==> config.mk <==
export PLATFORM = sky130hd
export DESIGN_NAME = pipe_stage_chain_flat
export DESIGN_NICKNAME = d
export VERILOG_FILES = /design/src/rtl/pipe_stage_chain_if.sv /design/src/rtl/pipe_stage_chain.sv /design/src/flat_wrapper.sv
export SDC_FILE = /design/constraint.sdc
export NUM_CORES = 1
export LEC_CHECK = 0
export CAP_MARGIN = 0
export CORE_MARGIN = 3
export CORE_UTILIZATION = 45
export DETAILED_ROUTE_END_ITERATION = 8
export DONT_BUFFER_PORTS = 1
export PLACE_DENSITY = 0.69
export SETUP_SLACK_MARGIN = 0.05
export SLEW_MARGIN = 20
export SYNTH_ARGS = -nofsm -noshare
export SYNTH_HDL_FRONTEND = slang
export SYNTH_SLANG_ARGS = --single-unit
==> constraint.sdc <==
create_clock -name clk_i -period 9.7 [get_ports clk_i]
set_input_delay 1.94 -clock clk_i [delete_from_list [all_inputs] [get_ports clk_i]]
set_output_delay 1.94 -clock clk_i [all_outputs]
set_load 0.01 [all_outputs]
==> src/rtl/pipe_stage_chain_if.sv <==
// Bundle of the pipeline-chain handshake, hazard-control and statistics signals.
// The master side is the CPU control/datapath; the slave side is the register chain.
interface pipe_stage_chain_if #(
    parameter int WIDTH = 64,
    parameter int DEPTH = 4,
    parameter int CNT_W = 16
);
    logic                   in_valid_i;
    logic [WIDTH-1:0]       in_data_i;
    logic                   in_ready_o;
    logic [DEPTH-1:0]       stall_i;
    logic [DEPTH-1:0]       flush_i;
    logic [DEPTH-1:0]       stage_valid_o;
    logic [DEPTH*WIDTH-1:0] stage_data_o;
    logic                   out_valid_o;
    logic [WIDTH-1:0]       out_data_o;
    logic                   out_ready_i;
    logic                   cnt_clr_i;
    logic [CNT_W-1:0]       retire_cnt_o;
    logic [CNT_W-1:0]       stall_cnt_o;
    logic [CNT_W-1:0]       flush_cnt_o;

    modport master (
        output in_valid_i, in_data_i, stall_i, flush_i, out_ready_i, cnt_clr_i,
        input  in_ready_o, stage_valid_o, stage_data_o, out_valid_o, out_data_o,
               retire_cnt_o, stall_cnt_o, flush_cnt_o
    );

    modport slave (
        input  in_valid_i, in_data_i, stall_i, flush_i, out_ready_i, cnt_clr_i,
        output in_ready_o, stage_valid_o, stage_data_o, out_valid_o, out_data_o,
               retire_cnt_o, stall_cnt_o, flush_cnt_o
    );
endinterface

==> src/rtl/pipe_stage_chain.sv <==
// Parametrised pipeline register chain with per-stage valid, stall, flush and
// bubble collapse, plus saturating retire/stall/flush statistics counters.
module pipe_stage_chain #(
    parameter int WIDTH = 64,
    parameter int DEPTH = 4,
    parameter int CNT_W = 16
) (
    input logic              clk_i,
    input logic              rst_i,
    pipe_stage_chain_if.slave bus
);
    localparam int PW = $clog2(DEPTH + 1);

    logic [DEPTH-1:0]            valid_q;
    logic [DEPTH-1:0][WIDTH-1:0] data_q;
    logic [DEPTH-1:0]            eff_valid;
    logic [DEPTH-1:0]            hold;
    logic                        hold_chain;
    logic [DEPTH-1:0]            up_valid;
    logic [DEPTH-1:0][WIDTH-1:0] up_data;
    logic                        out_valid;
    logic                        transfer;

    logic [CNT_W-1:0] retire_cnt, stall_cnt, flush_cnt;
    logic [CNT_W-1:0] retire_next, stall_next, flush_next;
    logic [PW-1:0]    flush_inc;
    logic [CNT_W:0]   flush_sum;

    function automatic logic [CNT_W-1:0] sat_inc(input logic [CNT_W-1:0] v, input logic en);
        return (en && (v != '1)) ? v + CNT_W'(1) : v;
    endfunction

    // Flushed or empty stages never hold, so upstream items collapse into them.
    always_comb begin
        eff_valid     = valid_q & ~bus.flush_i;
        hold          = '0;
        hold_chain    = eff_valid[DEPTH-1] & (bus.stall_i[DEPTH-1] | ~bus.out_ready_i);
        hold[DEPTH-1] = hold_chain;
        for (int k = DEPTH - 2; k >= 0; k--) begin
            hold_chain = eff_valid[k] & (bus.stall_i[k] | hold_chain);
            hold[k]    = hold_chain;
        end
    end

    assign up_valid  = {eff_valid[DEPTH-2:0] & ~hold[DEPTH-2:0], bus.in_valid_i};
    assign up_data   = {data_q[DEPTH-2:0], bus.in_data_i};
    assign out_valid = eff_valid[DEPTH-1] & ~bus.stall_i[DEPTH-1];
    assign transfer  = out_valid & bus.out_ready_i;

    always_ff @(posedge clk_i or posedge rst_i) begin
        if (rst_i) begin
            valid_q <= '0;
            data_q  <= '0;
        end else begin
            for (int k = 0; k < DEPTH; k++) begin
                if (!hold[k]) begin
                    valid_q[k] <= up_valid[k];
                    data_q[k]  <= up_data[k];
                end
            end
        end
    end

    always_comb begin
        flush_inc = '0;
        for (int k = 0; k < DEPTH; k++) begin
            flush_inc = flush_inc + PW'(valid_q[k] & bus.flush_i[k]);
        end
        flush_sum   = {1'b0, flush_cnt} + (CNT_W + 1)'(flush_inc);
        flush_next  = flush_sum[CNT_W] ? '1 : flush_sum[CNT_W-1:0];
        retire_next = sat_inc(retire_cnt, transfer);
        stall_next  = sat_inc(stall_cnt, |hold);
    end

    // Clear wins over any increment in the same cycle.
    always_ff @(posedge clk_i or posedge rst_i) begin
        if (rst_i) begin
            retire_cnt <= '0;
            stall_cnt  <= '0;
            flush_cnt  <= '0;
        end else if (bus.cnt_clr_i) begin
            retire_cnt <= '0;
            stall_cnt  <= '0;
            flush_cnt  <= '0;
        end else begin
            retire_cnt <= retire_next;
            stall_cnt  <= stall_next;
            flush_cnt  <= flush_next;
        end
    end

    assign bus.in_ready_o    = ~hold[0];
    assign bus.out_valid_o   = out_valid;
    assign bus.out_data_o    = data_q[DEPTH-1];
    assign bus.stage_valid_o = valid_q;
    assign bus.stage_data_o  = data_q;
    assign bus.retire_cnt_o  = retire_cnt;
    assign bus.stall_cnt_o   = stall_cnt;
    assign bus.flush_cnt_o   = flush_cnt;
endmodule
==> src/flat_wrapper.sv <==
// flat-port wrapper written by rule: the top's interface ports become plain ports
module pipe_stage_chain_flat 
#(
    parameter int WIDTH = 64,
    parameter int DEPTH = 4,
    parameter int CNT_W = 16
)
  (clk_i, rst_i, bus_in_valid_i, bus_in_data_i, bus_stall_i, bus_flush_i, bus_out_ready_i, bus_cnt_clr_i, bus_in_ready_o, bus_stage_valid_o, bus_stage_data_o, bus_out_valid_o, bus_out_data_o, bus_retire_cnt_o, bus_stall_cnt_o, bus_flush_cnt_o);
  pipe_stage_chain_if #(.WIDTH(WIDTH), .DEPTH(DEPTH), .CNT_W(CNT_W)) bus_i ();
  input logic clk_i;
  input logic rst_i;
  input wire logic [$bits(bus_i.in_valid_i)-1:0] bus_in_valid_i;
  input wire logic [$bits(bus_i.in_data_i)-1:0] bus_in_data_i;
  input wire logic [$bits(bus_i.stall_i)-1:0] bus_stall_i;
  input wire logic [$bits(bus_i.flush_i)-1:0] bus_flush_i;
  input wire logic [$bits(bus_i.out_ready_i)-1:0] bus_out_ready_i;
  input wire logic [$bits(bus_i.cnt_clr_i)-1:0] bus_cnt_clr_i;
  output wire logic [$bits(bus_i.in_ready_o)-1:0] bus_in_ready_o;
  output wire logic [$bits(bus_i.stage_valid_o)-1:0] bus_stage_valid_o;
  output wire logic [$bits(bus_i.stage_data_o)-1:0] bus_stage_data_o;
  output wire logic [$bits(bus_i.out_valid_o)-1:0] bus_out_valid_o;
  output wire logic [$bits(bus_i.out_data_o)-1:0] bus_out_data_o;
  output wire logic [$bits(bus_i.retire_cnt_o)-1:0] bus_retire_cnt_o;
  output wire logic [$bits(bus_i.stall_cnt_o)-1:0] bus_stall_cnt_o;
  output wire logic [$bits(bus_i.flush_cnt_o)-1:0] bus_flush_cnt_o;
  assign bus_i.in_valid_i = bus_in_valid_i;
  assign bus_i.in_data_i = bus_in_data_i;
  assign bus_i.stall_i = bus_stall_i;
  assign bus_i.flush_i = bus_flush_i;
  assign bus_i.out_ready_i = bus_out_ready_i;
  assign bus_i.cnt_clr_i = bus_cnt_clr_i;
  assign bus_in_ready_o = bus_i.in_ready_o;
  assign bus_stage_valid_o = bus_i.stage_valid_o;
  assign bus_stage_data_o = bus_i.stage_data_o;
  assign bus_out_valid_o = bus_i.out_valid_o;
  assign bus_out_data_o = bus_i.out_data_o;
  assign bus_retire_cnt_o = bus_i.retire_cnt_o;
  assign bus_stall_cnt_o = bus_i.stall_cnt_o;
  assign bus_flush_cnt_o = bus_i.flush_cnt_o;
  pipe_stage_chain #(.WIDTH(WIDTH), .DEPTH(DEPTH), .CNT_W(CNT_W)) u_core (.clk_i(clk_i), .rst_i(rst_i), .bus(bus_i));
endmodule
### Word level (Yosys, flattened, before mapping)

Cells that the tools add are included.
Widths: inputs -> output; s select.

| word-level totals | value |
|---|---|
| bits of input ports | 77 |
| output and inout port bits | 374 |
| logic and storage cells | 51 |
| bits in registers | 308 |

| operators by class | value |
|---|---|
| equality and inequality tests | 2 |
| bitwise operators | 21 |
| muxes and demuxes | 6 |
| reduce and logical (&&, ||, !) cells | 5 |
| $add $sub $neg | 6 |

Operators with widths:

| operator | count |
|---|---|
| $mux 16 | 6 |
| $add 16x1->16 const B | 2 |
| $ne 16x16->1 const B | 2 |
| $add 16x3->17 | 1 |
| $and 1x1->1 | 10 |
| $add 3x3->3 | 3 |
| $and 4x4->4 | 1 |
| $not 4->4 | 1 |
| $or 1x1->1 | 4 |
| $reduce_bool 2->1 | 2 |
| $reduce_or 4->1 | 1 |
| $and 3x3->3 | 1 |
| $not 1->1 | 3 |
| $not 3->3 | 1 |
| $logic_and 1x1->1 | 2 |

### Longest topological paths before layout

Gate-level depths: netlist (run 1).

| depth | value |
|---|---|
| depth after elaboration | 13 |
| gate-level depth with buffers | 12 |
| mapped depth without buffers | 12 |

### Worst setup path after synthesis (run 1)

OpenSTA, ideal clock, no wires.

| path | value |
|---|---|
| path type | in2out |
| start point | in bus_stall_i[3] |
| end point | out bus_in_ready_o |
| path slack | 4.814 ns |
| stages on the path | 6 |
| data required time | 7.760 ns |
| buffers on the path | 2 |
| arrival time | 2.946 ns |
| cells stage by stage | nand2b_1 and2_1 o211a_1 o21ai_1 buf_4 buf_4 |

| on the way | value |
|---|---|
| cells in the longest elaborated chain, start to end | 9 |

Ends and longest elaborated chain:

| element | line | RTL |
|---|---|---|
| from (decl) | flat_wrapper.sv:14 | `input wire logic [$bits(bus_i.stall_i)-1:0] bus_stall_i;` |
| $or 1x1->1 | pipe_stage_chain.sv:37 | `hold_chain = eff_valid[DEPTH-1] & (bus.stall_i[DEPTH-1] \| ~bus.out_ready_i);` |
| $and 1x1->1 | pipe_stage_chain.sv:37 |  |
| $or 1x1->1 | pipe_stage_chain.sv:40 | `hold_chain = eff_valid[k] & (bus.stall_i[k] \| hold_chain);` |
| $and 1x1->1 | pipe_stage_chain.sv:40 |  |
| $or 1x1->1 | pipe_stage_chain.sv:40 |  |
| $and 1x1->1 | pipe_stage_chain.sv:40 |  |
| $or 1x1->1 | pipe_stage_chain.sv:40 |  |
| $and 1x1->1 | pipe_stage_chain.sv:40 |  |
| $not 1->1 | pipe_stage_chain.sv:92 | `assign bus.in_ready_o = ~hold[0];` |
| to (decl) | flat_wrapper.sv:18 | `output wire logic [$bits(bus_i.in_ready_o)-1:0] bus_in_ready_o;` |

No other way between the ends.

### Worst setup path in the final report (run 1)

| path | value |
|---|---|
| start point | in bus_flush_i[3] |
| end point | out bus_in_ready_o |

| on the way | value |
|---|---|
| cells in the longest elaborated chain, start to end | 10 |

Ends and longest elaborated chain:

| element | line | RTL |
|---|---|---|
| from (decl) | flat_wrapper.sv:15 | `input wire logic [$bits(bus_i.flush_i)-1:0] bus_flush_i;` |
| $not 4->4 | pipe_stage_chain.sv:35 | `eff_valid = valid_q & ~bus.flush_i;` |
| $and 4x4->4 | pipe_stage_chain.sv:35 |  |
| $and 1x1->1 | pipe_stage_chain.sv:37 |  |
| $or 1x1->1 | pipe_stage_chain.sv:40 |  |
| $and 1x1->1 | pipe_stage_chain.sv:40 |  |
| $or 1x1->1 | pipe_stage_chain.sv:40 |  |
| $and 1x1->1 | pipe_stage_chain.sv:40 |  |
| $or 1x1->1 | pipe_stage_chain.sv:40 |  |
| $and 1x1->1 | pipe_stage_chain.sv:40 |  |
| $not 1->1 | pipe_stage_chain.sv:92 |  |

No other way between the ends.

==> results of run 1 <==
-- how the worst min path moves through the flow --
stage	end	slack, ns	depth (start not counted)
after floorplan	u_core.bus.out_data_o[0]	0.53	2
after global placement	u_core.bus.out_data_o[55]	0.55	2
after detailed placement	u_core.bus.out_data_o[36]	0.56	2
after CTS	u_core.bus.out_data_o[36]	0.57	2
after global routing	u_core.bus.out_data_o[36]	0.59	2
final	u_core.bus.out_data_o[7]	0.57	2
-- worst reg2reg max path: stages (launching register included) --
cell,delay (ns)
dfrtp_1,0.47
nor2b_1,0.20
and2_2,0.19
buf_4,0.37
o21a_4,0.36
o21ai_4,0.80
buf_4,0.65
mux2_2,0.44
-- cell type report --
cell class | instances | area [um^2]
inverter | 9 | 37.54
clock inverter | 17 | 284.0
clock buffer | 43 | 934.6
sequential | 308 | 7707
timing repair buffer | 8 | 85.08
tap | 378 | 473.0
multi-input combinational | 633 | 4544
fill | 2474 | 14020
-- stage by stage --
step	hold WS (ns)	setup WS, ns	instance area [um^2]
2_1_floorplan	0.5261	3.661	12970
3_3_place_gp	0.5490	4.408	12850
3_5_place_dp	0.5582	4.392	12850
4_1_cts	0.5718	4.399	14070
5_1_grt	0.5886	4.322	14070
6_report	0.5687	4.424	14070
-- synth_stat cells (10+ instances only) --
master      n  area share [%]
nor2_1     36             1.0
dfrtp_1   308              59
nand3_1    18            0.69
mux2_1     13             1.1
nand2_1   216             6.3
mux2_2    183              16
buf_2      12            0.46
buf_4      74             4.3
xor2_1     13            0.88
clkbuf_1   18            0.52
a21oi_1    26             1.0
nor2b_1    10            0.48
-- sequential cells by signal, summed over array words and instances (netlist names) --
name                      flops
u_core.bus.stage_data_o     192
u_core.bus.out_data_o        64
u_core.bus.flush_cnt_o       16
u_core.bus.retire_cnt_o      16
u_core.bus.stall_cnt_o       16
u_core.bus.stage_valid_o      4
-- cells by family after synthesis --
logic type	Yosys count	share of synthesized area, %
mux	203	17.64
simple gates	340	11.81
buf+inv	118	5.789
flops	308	59.43
fa+ha+maj	9	0.9841
compound gates	59	2.865
xor+xnor	22	1.486
-- metal layers --
metal / vias up / track usage, %
li1: 3406 / -
met1: 3898 / 23.23
met2: 368 / 34.11
met3: 53 / 7.436
met4: 0 / 6.170
met5: - / 0
-- placed cells by master (no fill, tap or decap), drive strengths merged, types with 2 or more instances in the layout --
cell        n
buf         8
clkinvlp    3
o41ai       3
o2111ai     3
xor2       13
mux2i       5
nor3        8
o211ai      2
ha          7
clkinv      6
inv        10
xnor2       9
fa          2
nand2b      7
nor4        6
a21o        2
nand2     216
a211oi      2
nand4      10
mux2      198
and3        7
or3         5
nor2       36
o21ai       9
a21oi      26
nor2b      10
or4         7
bufinv      7
nand3      18
o31ai       5
and2        4
clkbuf     43
dfrtp     308
-- power by group through the flow --
stage / registers, uW / clock network (uW) / logic [uW]
after global routing: 1600 / 1470 / 178
after detailed placement: 1610 / 0 / 159
after global placement: 1600 / 0 / 150
after floorplan: 1530 / 0 / 192
after CTS: 1580 / 1420 / 159
final: 1580 / 1390 / 156
==> qor.csv, run 1 <==
metric,value,unit
status,"complete, no violations",
Worst Setup SP,bus_flush_i[3],
CTS resizes,0,
Reg2Reg Setup Slack,6.12,ns
switching pwr,785.4,uW
DRT iter0 DRCs,534,
first-pass GRT wire length,48290,um
total power,3126,uW
metal1 wirelength,11880,um
Avg WL per Cell,22.76,um
max-slew headroom at the worst pin,28.07,%
HP Class,reg2reg,
Synth Register Bits,308,
Crit-path slowest cell,buf_4,
Post-synth top flop,dfrtp_1,
Max VDD drop,142.9,uV
Initial Utilization,46.17,%
clock sink count,308,
RR Startpoint,u_core.bus.stage_valid_o[3],
clock slew at reported path FFs,0.06,ns
clock share of power,44.5,%
leak pwr,0.006182,uW
CORE AREA,28090,um^2
Unique masters post-synth,53,
reg2reg path depth,7,
hold_sp,u_core.bus.stage_data_o[135],
mapped cell area,12970,um^2
critical path endpoint,bus_in_ready_o,
vias in the first global route,7991,
routed wl met2,15910,um
Mean Syn Cell Area,12.25,um^2
DP Wirelength,21430,um
gr usage total,19.88,%
CP Data Arrival Time,3.34,ns
Slew @ Worst Pin,1.075,ns
Post-Syn Nets,1145,
I/O pin total,451,
Mapped Cells,1059,
CTS Root Cell,clkbuf_16,
crit path cell chain,"nor2b_1, and2_2, buf_4, o211a_1, o21ai_4",
Die Ht,175.8,um
fmax,189.5,MHz
placed cells,1336,
CP required,7.76,ns
Final Util,50.08,%
CTS tree,yes,
crit-path max FO,66,
PD cells,222.3,nW/um^2
top routing layer in use,met4,
sequential area share after synthesis,59.43,%
Synth Warn #,0,
area grow syn2layout,8.461,%
sequential share of power,50.6,%
H-Tree Depth,2,
Setup TNS,0,ns
num rows,61,
Post-synth ARST share,100.0,%
Slowest Stage Delay on Critical Path,0.66,ns
placer's final routability congestion estimate,0.8368,
RSZ-0062 raised after global routing,false,
WP depth,5,
Crit Path Class,in2out,
First-pass DRT Iterations,4,
Setup crit start kind,primary input,
"Setup Fix Bufs, Post-CTS",0,
Max Cap Viol,0,
Final min period,5.276,ns
Int Power,2341,uW
Final Hold Viols,0,
I/O Buffers,0,
Reg-to-Reg End,u_core.bus.stage_data_o[98],
sw frac,25.12,%
Clock Latency Late Sink,0.51,ns
clk buf depth,3,
CTS buffer count,34,
Final Cycle Share,54.40,%
DRC,0,
pin count of the biggest net entering global routing,165,
"delay-heaviest family, CP",buffers and inverters,
layout cells sized above 1,25.83,%
Post-Route WL,31770,um
grt ovf,0,
max-slew violations,0,
number of diodes,0,
Post-Layout Cell Count,1396,
Combinational Power Share,5.0,%
die width,175.8,um
via count,7725,
Final setup viols,0,
CP endpoint kind,output pin,
met3 wire length,3156,um
Post-synth EDFFs,0,
fin nets,1080,
antenna violations before repair,0,
hold buffer count at cts,0,
die area,30890,um^2
clock skew,0.02052,ns
Buf/Inv on CP,1,
Routed Antenna Nets,0,
Via-to-Cell Ratio,5.534,
Power figures use the tool's default switching activity.
==> run 2, diff against run 1 <==
PLACE_DENSITY = 0.67   (was 0.69)
clock period = 5.4 ns   (was 9.7 ns; I/O delays follow)
==> qor.csv, run 2 (synthesis gave the netlist of run 1 again) <==
metric,value,unit,change
die width,175.8,um,unchanged
Reg-to-Reg End,u_core.bus.flush_cnt_o[6],,was u_core.bus.stage_data_o[98]
crit-path max FO,65,,was 66
design area,13890,um^2,was 14070 um^2
Routed Antenna Nets,0,,unchanged
reg2reg path depth,11,,was 7
I/O pin total,451,,unchanged
CTS buffer count,35,,was 34
CP required,4.32,ns,was 7.76 ns
CORE AREA,28090,um^2,unchanged
sequential share of power,53.9,%,was 50.6%
DRC,0,,unchanged
hold buffer count at cts,0,,unchanged
max-slew headroom at the worst pin,25.40,%,was 28.07%
clk buf depth,3,,unchanged
Combinational Power Share,5.3,%,was 5.0%
Max VDD drop,418.6,uV,was 142.9 uV
Slowest Stage Delay on Critical Path,0.69,ns,was 0.66 ns
Buf/Inv on CP,1,,unchanged
fmax,276.9,MHz,
Via-to-Cell Ratio,5.494,,was 5.534
Max Cap Viol,0,,unchanged
Final Cycle Share,66.88,%,
Post-Route WL,31410,um,was 31770 um
First-pass DRT Iterations,4,,unchanged
Reg2Reg Setup Slack,2.24,ns,was 6.12 ns
Seq. cell area,7707,um^2,unchanged
"most common cell after layout, fill and taps aside",dfrtp_1,,unchanged
status,"complete, no violations",,unchanged
gr usage total,19.86,%,was 19.88%
Hold Slack,0.5630,ns,was 0.5687 ns
H-Tree Depth,2,,unchanged
die area,30890,um^2,unchanged
RSZ-0062 raised after global routing,false,,unchanged
pin count of the biggest net entering global routing,165,,unchanged
Final Hold Viols,0,,unchanged
sw frac,26.16,%,was 25.12%
antenna violations before repair,2,,was 0
crit path cell chain,"nor2b_1, and2_2, buf_4, o211a_1, o21ai_4",,unchanged
hold_sp,u_core.bus.stage_data_o[163],,was u_core.bus.stage_data_o[135]
clock share of power,40.7,%,was 44.5%
PD cells,378.4,nW/um^2,was 222.3 nW/um^2
Clock Latency Late Sink,0.51,ns,about the same
switching pwr,1374,uW,was 785.4 uW
Post-Layout Cell Count,1394,,was 1396
Avg WL per Cell,22.53,um,was 22.76 um
leak pwr,0.006092,uW,was 0.006182 uW
CTS resizes,0,,unchanged
Final Util,49.44,%,was 50.08%
Filler cells,2526,,was 2474
Slew @ Worst Pin,1.115,ns,was 1.075 ns
area grow syn2layout,7.082,%,was 8.461%
first-pass GRT wire length,48080,um,was 48290 um
Crit Path Class,in2out,,unchanged
CTS Root Cell,clkbuf_16,,unchanged
fin nets,1080,,unchanged
Setup TNS,0,ns,unchanged
HP Class,reg2reg,,unchanged
I/O Buffers,0,,unchanged
max reg flops,192,,unchanged
max-slew violations,0,,unchanged
DP Wirelength,21080,um,was 21430 um
area of the multi-input gates,4544,um^2,unchanged
"delay-heaviest family, CP",buffers and inverters,,unchanged
placed cells,1335,,was 1336
"Cell Area, Placed",12860,um^2,was 12850 um^2
CTS tree,yes,,unchanged
Int Power,3880,uW,was 2341 uW
RR Startpoint,u_core.bus.stage_valid_o[3],,unchanged
via count,7659,,was 7725
num rows,61,,unchanged
layout cells sized above 1,24.83,%,was 25.83%
DRT iter0 DRCs,502,,was 534
Hold Path Depth,2,,unchanged
vias in the first global route,7928,,was 7991
placer's final routability congestion estimate,0.8179,,was 0.8368
grt ovf,0,,unchanged
"Setup Fix Bufs, Post-CTS",0,,unchanged
Hold Crit Endpoint,u_core.bus.out_data_o[35],,was u_core.bus.out_data_o[7]
CP Data Arrival Time,2.53,ns,was 3.34 ns
Die Ht,175.8,um,unchanged
CP endpoint kind,output pin,,unchanged
Crit-path slowest cell,buf_4,,unchanged
Final setup viols,0,,unchanged
"commonest non-fill, non-tap cells in the layout","dfrtp_1 (308), nand2_1 (215), mux2_2 (183)",,unchanged
clock slew at reported path FFs,0.06,ns,about the same
Setup crit start kind,primary input,,unchanged
Final min period,3.612,ns,
clock sink count,308,,unchanged
clock skew,0.01495,ns,was 0.02052 ns
Initial Utilization,46.17,%,unchanged
run 2: cell count changes in the layout (fill, tap and decap cells not counted), sizes merged:
cell / before / now
clkinvlp: 3 / 2
clkbuf: 43 / 50
bufinv: 7 / 0
diode: 0 / 1
buf: 8 / 7
clkinv: 6 / 4
inv: 10 / 11
run 2: how the worst max path moves through the flow:
stage	start	to	slack [ns]	depth (start not counted)
after floorplan	rst_i	u_core.bus.flush_cnt_o[0]	0.22	1
after global placement	bus_flush_i[3]	u_core.bus.flush_cnt_o[1]	1.72	11
after detailed placement	bus_flush_i[3]	u_core.bus.flush_cnt_o[1]	1.64	11
after CTS	bus_flush_i[3]	bus_in_ready_o	1.79	5
after global routing	bus_flush_i[3]	bus_in_ready_o	1.67	5
final	bus_flush_i[3]	bus_in_ready_o	1.79	5
run 2: layer usage:
layer / track usage [%] / share of wire [%]
met5: 0 / 0.022
met2: 34.73 / 51
met4: 5.444 / 2.0
met1: 22.62 / 37
met3: 7.912 / 10
run 2: power by group through the flow:
stage | logic (uW) | clock network [uW] | registers, uW
finish | 281 | 2140 | 2830
global route | 321 | 2300 | 2870
CTS | 289 | 2200 | 2840
detailed placement | 288 | 0 | 2880
global placement | 275 | 0 | 2880
floorplan | 344 | 0 | 2750
run 2: worst min-delay path, stage by stage (launching register included):
cell     delay [ns]
dfrtp_1        0.41
nand2_1        0.06
nand2_1        0.06
run 2: per-stage QoR:
stage | power, uW | worst slack (ns)
2_1_floorplan | 3098 | 0.2210
3_3_place_gp | 3153 | 1.716
3_5_place_dp | 3170 | 1.637
4_1_cts | 5329 | 1.790
5_1_grt | 5484 | 1.671
6_report | 5254 | 1.788
run 2: area by class of cell:
class / count / area share (%)
Sequential cell: 308 / 55.50
Multi-Input combinational cell: 633 / 32.72
Clock buffer: 50 / 6.929
Tap cell: 378 / 3.406
Timing Repair Buffer: 7 / 0.7388
Clock inverter: 8 / 0.4145
Inverter: 9 / 0.2703
Antenna cell: 1 / 0.01802
==> run 3, diff against run 2 <==
clock period = 3.7 ns   (was 5.4 ns; I/O delays follow)
==> qor.csv, run 3 (synthesis gave the netlist of run 1 again) <==
metric,value,unit,change
status,"complete, no violations",,unchanged
die width,175.8,um,unchanged
First-pass DRT Iterations,5,,was 4
Combinational Power Share,5.2,%,was 5.3%
RSZ-0062 raised after global routing,false,,unchanged
RR Startpoint,u_core.bus.stage_valid_o[3],,unchanged
vias in the first global route,7953,,was 7928
"commonest non-fill, non-tap cells in the layout","dfrtp_1 (308), nand2_1 (215), mux2_2 (183)",,unchanged
"most common cell after layout, fill and taps aside",dfrtp_1,,unchanged
Avg WL per Cell,22.75,um,was 22.53 um
leak pwr,0.006233,uW,was 0.006092 uW
Final Hold Viols,0,,unchanged
CTS Root Cell,clkbuf_16,,unchanged
via count,7789,,was 7659
hold buffer count at cts,0,,unchanged
Buf/Inv on CP,2,,was 1
CP required,4.12,ns,was 4.32 ns
Final min period,3.187,ns,
area of the multi-input gates,4544,um^2,unchanged
max-slew violations,0,,unchanged
CP Data Arrival Time,3.60,ns,was 2.53 ns
antenna violations before repair,1,,was 2
Clock Latency Late Sink,0.50,ns,was 0.51 ns
"delay-heaviest family, CP",adder cells,,was buffers and inverters
max-slew headroom at the worst pin,36.29,%,was 25.40%
Slowest Stage Delay on Critical Path,0.54,ns,was 0.69 ns
Hold Slack,0.3081,ns,was 0.5630 ns
crit path cell chain,"nand2_1, fa_1, inv_1, ha_1, ha_1, inv_1, fa_1, nor2b_1, o21ba_2, nand2_1, a21oi_1",,"was nor2b_1, and2_2, buf_4, o211a_1, o21ai_4"
clock sink count,308,,unchanged
fmax,313.8,MHz,
Post-Route WL,32010,um,was 31410 um
Via-to-Cell Ratio,5.536,,was 5.494
first-pass GRT wire length,48290,um,was 48080 um
Final setup viols,0,,unchanged
Initial Utilization,46.17,%,unchanged
fin nets,1088,,was 1080
sequential share of power,51.4,%,was 53.9%
PD cells,568.5,nW/um^2,was 378.4 nW/um^2
Max VDD drop,448.2,uV,was 418.6 uV
H-Tree Depth,2,,unchanged
Setup crit start kind,flop,,was primary input
DRT iter0 DRCs,410,,was 502
CORE AREA,28090,um^2,unchanged
num rows,61,,unchanged
clock share of power,43.4,%,was 40.7%
DRC,0,,unchanged
hold_sp,bus_cnt_clr_i,,was u_core.bus.stage_data_o[163]
Max Cap Viol,0,,unchanged
placer's final routability congestion estimate,0.8552,,was 0.8179
I/O Buffers,0,,unchanged
CP endpoint kind,flop,,was output pin
Routed Antenna Nets,0,,unchanged
layout cells sized above 1,26.56,%,was 24.83%
Int Power,6001,uW,was 3880 uW
Slew @ Worst Pin,0.9536,ns,was 1.115 ns
DP Wirelength,22330,um,was 21080 um
grt ovf,0,,unchanged
sw frac,25.45,%,was 26.16%
Filler cells,2515,,was 2526
Final Cycle Share,86.13,%,
"Setup Fix Bufs, Post-CTS",0,,unchanged
max reg flops,192,,unchanged
Crit-path slowest cell,fa_1,,was buf_4
clock skew,0.01478,ns,was 0.01495 ns
area grow syn2layout,9.165,%,was 7.082%
Setup TNS,0,ns,unchanged
crit-path max FO,12,,was 65
I/O pin total,451,,unchanged
clk buf depth,3,,unchanged
die area,30890,um^2,unchanged
Die Ht,175.8,um,unchanged
CTS tree,yes,,unchanged
Seq. cell area,7707,um^2,unchanged
gr usage total,19.97,%,was 19.86%
switching pwr,2048,uW,was 1374 uW
Crit Path Class,reg2reg,,was in2out
pin count of the biggest net entering global routing,92,,was 165
Worst Setup SP,u_core.bus.stage_valid_o[3],,was bus_flush_i[3]
HP Class,in2reg,,was reg2reg
clock slew at reported path FFs,0.06,ns,about the same
CTS resizes,0,,unchanged
CTS buffer count,34,,was 35
[run 3: changes by cell type in the layout (fill, tap and decap cells not counted), moves of 3 or more]
cell	change
clkbuf_1	-8
buf_4	+6
bufinv_16	+3
buf_12	+3
clkinv_2	+4
[run 3: routing by layer]
| layer | global-route usage (%) | up-vias | share of wire, % |
|---|---|---|---|
| met4 | 5.972 | 0 | 2.4 |
| li1 | - | 3416 | - |
| met2 | 34.65 | 363 | 51 |
| met3 | 7.047 | 52 | 9.2 |
| met5 | 0 | - | 0 |
| met1 | 23.37 | 3958 | 37 |
[run 3: path summary, 6_finish.rpt]
check,cells past startpoint,endpoint,slack (ns)
max reg2reg,11,u_core.bus.flush_cnt_o[11],0.51
max in group asynchronous,2,u_core.bus.stage_data_o[44],2.42
min,1,u_core.bus.flush_cnt_o[4],0.31
min reg2reg,2,u_core.bus.out_data_o[2],0.56
min in group asynchronous,1,u_core.bus.stage_data_o[142],0.32
max,11,u_core.bus.flush_cnt_o[11],0.51
[run 3: through the flow]
stage | area, um^2 | std cells | setup slack (ns) | total power, uW | util, %
after floorplan | 12970 | 1059 | -1.139 | 4522 | -
after global placement | 12970 | 1344 | 0.3495 | 4613 | 46.18
after detailed placement | 12970 | 1344 | 0.2339 | 4638 | 46.18
after CTS | 14150 | 1406 | 0.4977 | 8156 | 50.40
after global routing | 14150 | 1406 | 0.2919 | 8375 | 50.40
final | 14160 | 1407 | 0.5131 | 8049 | 50.41
[run 3: power groups by stage]
stage | Sequential [uW] | Clock (uW) | Combinational [uW]
CTS | 4150 | 3570 | 433
floorplan | 4020 | 0 | 503
detailed placement | 4210 | 0 | 432
global route | 4180 | 3720 | 478
finish | 4140 | 3490 | 421
global placement | 4200 | 0 | 412
[run 3: final cells by class]
class                   count  area share, %
inverters                   9         0.2651
repair buffers             16          1.467
diodes                      1        0.01768
clock buffers              46          7.132
well taps                 378          3.341
clock inverters            16          1.237
flip-flops and latches    308          54.44
multi-input cells         633          32.10
